$ cat src/rtl/i2c_driver_arbiter.sv
// ---------------------------------------------------------------------------
// i2c_driver_arbiter
//
// Purpose:
//   Shares one I2CTransceiver between NUM_PORTS client controllers (I/O
//   expander, sensor, EEPROM drivers, ...). Each client gets a private
//   request/ack/done handshake plus its own command/status structs. The bus
//   is granted round-robin and held for a whole transaction, until the
//   owner's done pulse.
//
// Optional feature:
//   Define I2C_ARBITER_TIMEOUT_EN to add a watchdog. If an owner stays busy
//   for TIMEOUT_CYCLES cycles, the arbiter sends a stop and waits for the
//   transceiver to go idle. It then pulses timeout_fault[owner] and releases
//   the bus. Without the macro, timeout_fault is tied to 0.
//
// Ports:
//   clk             system clock
//   rst             synchronous active-high reset
//   client_request  [NUM_PORTS]  one-cycle request pulse per client
//   client_done     [NUM_PORTS]  one-cycle release pulse per client
//   client_ack      [NUM_PORTS]  one-cycle grant pulse per client
//   client_cin      NUM_PORTS x i2c_in_t   per-client commands
//   client_cout     NUM_PORTS x i2c_out_t  per-client status
//   driver_cin      i2c_in_t   command to the shared transceiver
//   driver_cout     i2c_out_t  status from the shared transceiver
//   owner           index of the current owner (debug)
//   owner_valid     1 while the bus is granted
//   timeout_fault   [NUM_PORTS]  one-cycle watchdog fault pulse
// ---------------------------------------------------------------------------

package i2c_driver_arbiter_pkg;

    // Command strobes and data towards the transceiver.
    typedef struct packed {
        logic       start_en;
        logic       stop_en;
        logic       tx_en;
        logic       rx_en;
        logic       rx_nack;
        logic [7:0] tx_data;
    } i2c_in_t;

    // Status from the transceiver.
    typedef struct packed {
        logic       busy;
        logic       tx_done;
        logic       ack_error;
        logic       rx_valid;
        logic [7:0] rx_data;
    } i2c_out_t;

    // What a port that does not own the bus sees: busy, and no strobes.
    localparam i2c_out_t I2C_OUT_BLOCKED = '{busy: 1'b1, default: '0};

endpackage

module i2c_driver_arbiter
    import i2c_driver_arbiter_pkg::*;
#(
    parameter int NUM_PORTS      = 4,
    parameter int TIMEOUT_CYCLES = 1000000
) (
    input  logic                         clk,
    input  logic                         rst,
    input  logic [NUM_PORTS-1:0]         client_request,
    input  logic [NUM_PORTS-1:0]         client_done,
    output logic [NUM_PORTS-1:0]         client_ack,
    input  i2c_in_t                      client_cin  [NUM_PORTS],
    output i2c_out_t                     client_cout [NUM_PORTS],
    output i2c_in_t                      driver_cin,
    input  i2c_out_t                     driver_cout,
    output logic [$clog2(NUM_PORTS)-1:0] owner,
    output logic                         owner_valid,
    output logic [NUM_PORTS-1:0]         timeout_fault
);

    localparam int OW = $clog2(NUM_PORTS);

    // Reject out-of-range configurations at elaboration time.
    if (NUM_PORTS < 2 || NUM_PORTS > 16 || TIMEOUT_CYCLES < 1) begin : g_param_check
        $error("i2c_driver_arbiter: NUM_PORTS must be 2..16 and TIMEOUT_CYCLES >= 1");
    end

    typedef enum logic [1:0] {
        ST_IDLE,
        ST_BUSY,
        ST_DRAIN
    } state_t;

    state_t               state;
    logic [NUM_PORTS-1:0] pending;
    logic [OW-1:0]        rr_ptr;
    logic [NUM_PORTS-1:0] candidates;
    logic                 grant_found;
    logic [OW-1:0]        grant_idx;
    logic [OW-1:0]        search_idx;
    logic [NUM_PORTS-1:0] grant_onehot;

`ifdef I2C_ARBITER_TIMEOUT_EN
    localparam int TW = $clog2(TIMEOUT_CYCLES + 1);
    logic [TW-1:0] timer;
    logic          stop_pending;
`endif

    // Index that follows p, wrapping at NUM_PORTS (which need not be a power of 2).
    function automatic logic [OW-1:0] next_port(input logic [OW-1:0] p);
        if (int'(p) == NUM_PORTS - 1)
            return '0;
        else
            return p + 1'b1;
    endfunction

    // A request pulse arriving this cycle competes alongside the latched
    // ones, so it can win on the same edge it is sampled. The search starts
    // at rr_ptr and wraps; the first set bit wins.
    always_comb begin
        candidates  = pending | client_request;
        grant_found = 1'b0;
        grant_idx   = '0;
        search_idx  = '0;
        for (int i = 0; i < NUM_PORTS; i++) begin
            search_idx = OW'((int'(rr_ptr) + i) % NUM_PORTS);
            if (!grant_found && candidates[search_idx]) begin
                grant_found = 1'b1;
                grant_idx   = search_idx;
            end
        end
        grant_onehot = {{(NUM_PORTS-1){1'b0}}, 1'b1} << grant_idx;
    end

    // Main controller. Every request pulse is OR-ed into pending, including
    // one from the current owner, so no pulse is lost. A grant clears only
    // the winner's bit. Releasing the bus moves rr_ptr past the old owner.
    // The grant happens only from IDLE, which forces one idle cycle between
    // owners.
    always_ff @(posedge clk) begin
        if (rst) begin
            state       <= ST_IDLE;
            pending     <= '0;
            rr_ptr      <= '0;
            owner       <= '0;
            owner_valid <= 1'b0;
            client_ack  <= '0;
`ifdef I2C_ARBITER_TIMEOUT_EN
            timer         <= '0;
            stop_pending  <= 1'b0;
            timeout_fault <= '0;
`endif
        end else begin
            client_ack <= '0;
            pending    <= pending | client_request;
`ifdef I2C_ARBITER_TIMEOUT_EN
            timeout_fault <= '0;
`endif
            case (state)
                ST_IDLE: begin
                    if (grant_found) begin
                        client_ack  <= grant_onehot;
                        owner       <= grant_idx;
                        owner_valid <= 1'b1;
                        pending     <= candidates & ~grant_onehot;
                        state       <= ST_BUSY;
`ifdef I2C_ARBITER_TIMEOUT_EN
                        timer       <= '0;
`endif
                    end
                end
                ST_BUSY: begin
                    if (client_done[owner]) begin
                        state       <= ST_IDLE;
                        owner_valid <= 1'b0;
                        rr_ptr      <= next_port(owner);
                    end
`ifdef I2C_ARBITER_TIMEOUT_EN
                    // timer holds the number of BUSY cycles already spent.
                    else if (timer == TW'(TIMEOUT_CYCLES - 1)) begin
                        state        <= ST_DRAIN;
                        stop_pending <= 1'b1;
                    end else begin
                        timer <= timer + 1'b1;
                    end
`endif
                end
`ifdef I2C_ARBITER_TIMEOUT_EN
                // Issue one stop cycle, then wait for the transceiver to go
                // idle before releasing. A late done from the stuck owner is
                // ignored here.
                ST_DRAIN: begin
                    if (stop_pending) begin
                        stop_pending <= 1'b0;
                    end else if (!driver_cout.busy) begin
                        timeout_fault[owner] <= 1'b1;
                        state                <= ST_IDLE;
                        owner_valid          <= 1'b0;
                        rr_ptr               <= next_port(owner);
                    end
                end
`endif
                default: state <= ST_IDLE;
            endcase
        end
    end

`ifndef I2C_ARBITER_TIMEOUT_EN
    assign timeout_fault = '0;
`endif

    // Command mux. Only the owner's command reaches the transceiver; in any
    // other state the command is all zeros, so no strobe can leak through.
    always_comb begin
        driver_cin = '0;
        case (state)
            ST_BUSY:  driver_cin = client_cin[owner];
`ifdef I2C_ARBITER_TIMEOUT_EN
            ST_DRAIN: driver_cin.stop_en = stop_pending;
`endif
            default:  driver_cin = '0;
        endcase
    end

    // Status steering. Only the active owner sees the real status. Every
    // other port sees a permanently busy transceiver with no strobes.
    always_comb begin
        for (int p = 0; p < NUM_PORTS; p++) begin
            client_cout[p] = I2C_OUT_BLOCKED;
            if (state == ST_BUSY && owner == OW'(p))
                client_cout[p] = driver_cout;
        end
    end

endmodule

$ cat config.mk
export PLATFORM = sky130hd
export DESIGN_NAME = i2c_driver_arbiter
export DESIGN_NICKNAME = d
export VERILOG_FILES = /design/src/rtl/i2c_driver_arbiter.sv
export SDC_FILE = /design/constraint.sdc
export NUM_CORES = 1
export LEC_CHECK = 0
export CAP_MARGIN = 20
export CORE_MARGIN = 4
export CORE_UTILIZATION = 29
export DETAILED_ROUTE_END_ITERATION = 10
export PLACE_DENSITY = 0.81
export SLEW_MARGIN = 20
export SYNTH_ARGS = -nofsm -noshare
export SYNTH_HDL_FRONTEND = slang
export SYNTH_SLANG_ARGS = --single-unit
export TNS_END_PERCENT = 5
$ cat constraint.sdc
create_clock -name clk -period 2.8 [get_ports clk]
set_clock_uncertainty 0.05 [all_clocks]
set_input_delay 0.7 -clock clk [delete_from_list [all_inputs] [get_ports clk]]
set_output_delay 0.7 -clock clk [all_outputs]
set_load 0.05 [all_outputs]
==> impl_metrics.env <==
export IMPL_placed_area_um2=3000
export IMPL_diodes=0
export IMPL_power_density_nw_per_um2=331
export IMPL_rows=25
export IMPL_synth_common_cells="and3_1 (44), and2_1 (14), mux4_2 (14), dfxtp_1 (13), clkbuf_1 (11)"
export IMPL_peakVddDrop_mv=0.297
export IMPL_die_width_um=77.6
export IMPL_start_kind="primary input"
export IMPL_drive_gt1_share_pct=30.7
export IMPL_yosysWarnings=0
export IMPL_grt_overflow=0
export IMPL_hold_class="flop to flop"
export IMPL_synth_area_leaders="mux4_2 (22%), and3_1 (20%), dfxtp_1 (19%)"
export IMPL_endpoint_kind="primary output"
export IMPL_fin_crit_ns=2.72
export IMPL_wirelength_mm=5.74
export IMPL_dp_hpwl_mm=4.81
export IMPL_portBuffers=141
export IMPL_status="complete, no violations"
export IMPL_crit_arrival_ns=1.97
export IMPL_synth_seq_cells=13
export IMPL_synth_seq_area_share_pct=18.5
export IMPL_synth_xor_area_share_pct=0
export IMPL_grt_first_pass_wirelength_mm=8.80
export IMPL_yosys_area_top_type_share_pct=22.5
export IMPL_synth_compound_area_share_pct=9.45
export IMPL_num_vias=1768
export IMPL_antenna_found_initial=0
export IMPL_htree_levels=1
export IMPL_setup_viol=0
export IMPL_fp_dieArea_um2=6020
export IMPL_cts_root_buf="clkbuf_8"
export IMPL_first_pass_iters=5
export IMPL_synth_distinct_cells=35
export IMPL_clock_fmax_ghz=0.368
export IMPL_cts_setup_buffers=0
export IMPL_dp_cells=340
export IMPL_syn_avg_cell_area_um2=8.89
export IMPL_grt_pass1_vias=1808
export IMPL_synth_area_um2=1400
export IMPL_maxCapViolCount=0
export IMPL_viasPerCell=5.14
export IMPL_ctsHoldBuffers=0
export IMPL_io_pins=146
export IMPL_total_power_mw=1.01
export IMPL_grt_max_degree=39
export IMPL_first_iter_violations=73
export IMPL_synth_simple_area_share_pct=37.3
export IMPL_hold_slack_ns=0.454
export IMPL_synth_mux_area_share_pct=23.2
export IMPL_rsz0062_at_grt="false"
export IMPL_final_cell_area_um2=3040
export IMPL_place_congestion=0.784
export IMPL_cts_sinks=13
export IMPL_max_clock_path_buffers=2
export IMPL_syn_inst=158
export IMPL_critPathKind="primary input to primary output"
export IMPL_die_y_um=77.6
export IMPL_drc_errors=0
export IMPL_final_nets=369
export IMPL_ant_nets=0
export IMPL_clk_pin_slew_ns=0.05
export IMPL_finalHoldViolCount=0
export IMPL_core_area_um2=4690
export IMPL_yosys_area_share_adder_pct=3.57
export IMPL_finalCritPeriodShare_pct=97.2
export IMPL_start_util_pct=29.9
export IMPL_stdcell_count=344
export IMPL_wl_per_cell_um=16.7
export IMPL_async_flop_share_pct=0
export IMPL_synth_top_area_cell="mux4_2"
export IMPL_critPathMaxFanout=1
export IMPL_grtUsageTotal_pct=17.9
export IMPL_cts_tree="yes"
export IMPL_crit_required_ns=2.05
export IMPL_syn_to_final_growth_pct=117
export IMPL_numCtsBuffers=3
export IMPL_max_slew_margin_rel_pct=65.9
export IMPL_post_synth_top_count_cell="and3_1"
export IMPL_clkLatencyLatePin_ns=0.24
export IMPL_leakage_nw=1.38
export IMPL_synth_top_family_by_area="simple AND/OR/NAND/NOR gates"
export IMPL_ys_flop_type="dfxtp_1"
export IMPL_slew_violations=0
export IMPL_worst_pin_slew_ns=0.510
export IMPL_synth_edff_count=0
export IMPL_cts_resized=0
export IMPL_finalSetupTns_ns=0
placed cells by master, fill, tap and decap left out, types with 4 or more instances in the layout:
| cell type | netlist | routed |
|---|---|---|
| ha_1 | 4 | 4 |
| nor2_1 | 5 | 5 |
| conb_1 | 1 | 4 |
| nand2_1 | 4 | 4 |
| and2_1 | 14 | 14 |
| buf_12 | 0 | 26 |
| nand3b_1 | 4 | 4 |
| dfxtp_1 | 13 | 12 |
| buf_4 | 5 | 41 |
| clkdlybuf4s50_1 | 0 | 78 |
| and3_1 | 44 | 44 |
| mux4_2 | 14 | 14 |
per-stage QoR:
step	utilization (%)	setup slack, ns
floorplan	-	-0.0532
global placement	63.9	0.134
detailed placement	63.9	0.0888
CTS	64.8	0.0835
global route	64.8	0.0524
finish	64.8	0.0792
worst max-delay path, stage by stage:
cell             delay, ns
clkdlybuf4s50_1       0.43
mux4_2                0.49
and2_1                0.17
buf_4                 0.18
registers in the layout, indices dropped and copies added, names as in the netlist:
name / cells
owner: 2
client_ack: 4
owner_valid: 1
rr_ptr: 2
pending: 4
per-layer routing:
| metal | GRT usage (%) | routed length [µm] |
|---|---|---|
| met1 | 21.0 | 2230 |
| met2 | 33.3 | 2990 |
| met3 | 2.55 | 390 |
| met4 | 5.16 | 126 |
| met5 | 0 | 0 |
final timing paths:
check,end,start,cells after the start,slack [ns]
setup / recovery,driver_cin[7],client_cin[20],4,0.08
hold / removal,rr_ptr[0],rr_ptr[0],2,0.45
setup reg to reg,rr_ptr[1],owner[0],5,1.04
hold reg to reg,rr_ptr[0],rr_ptr[0],2,0.45
kinds of logic after synthesis:
family	count (synthesis)
compound gates	17
fa+ha+maj	4
buf+inv	23
flops	13
mux	15
other cells	1
simple gates	85
layout make-up:
cell class / instances / area, µm²
inverter: 3 / 11.3
timing repair buffer: 145 / 1610
sequential: 13 / 262
multi-input combinational: 125 / 1050
tap: 54 / 67.6
fill: 390 / 1650
clock buffer: 4 / 45.0
where the power goes:
part	total, mW	switching, mW	internal (mW)
Combinational	0.631	0.351	0.280
Sequential	0.215	0.0130	0.202
Clock	0.161	0.0608	0.100
Note: power is estimated with default switching activity, not from simulation.
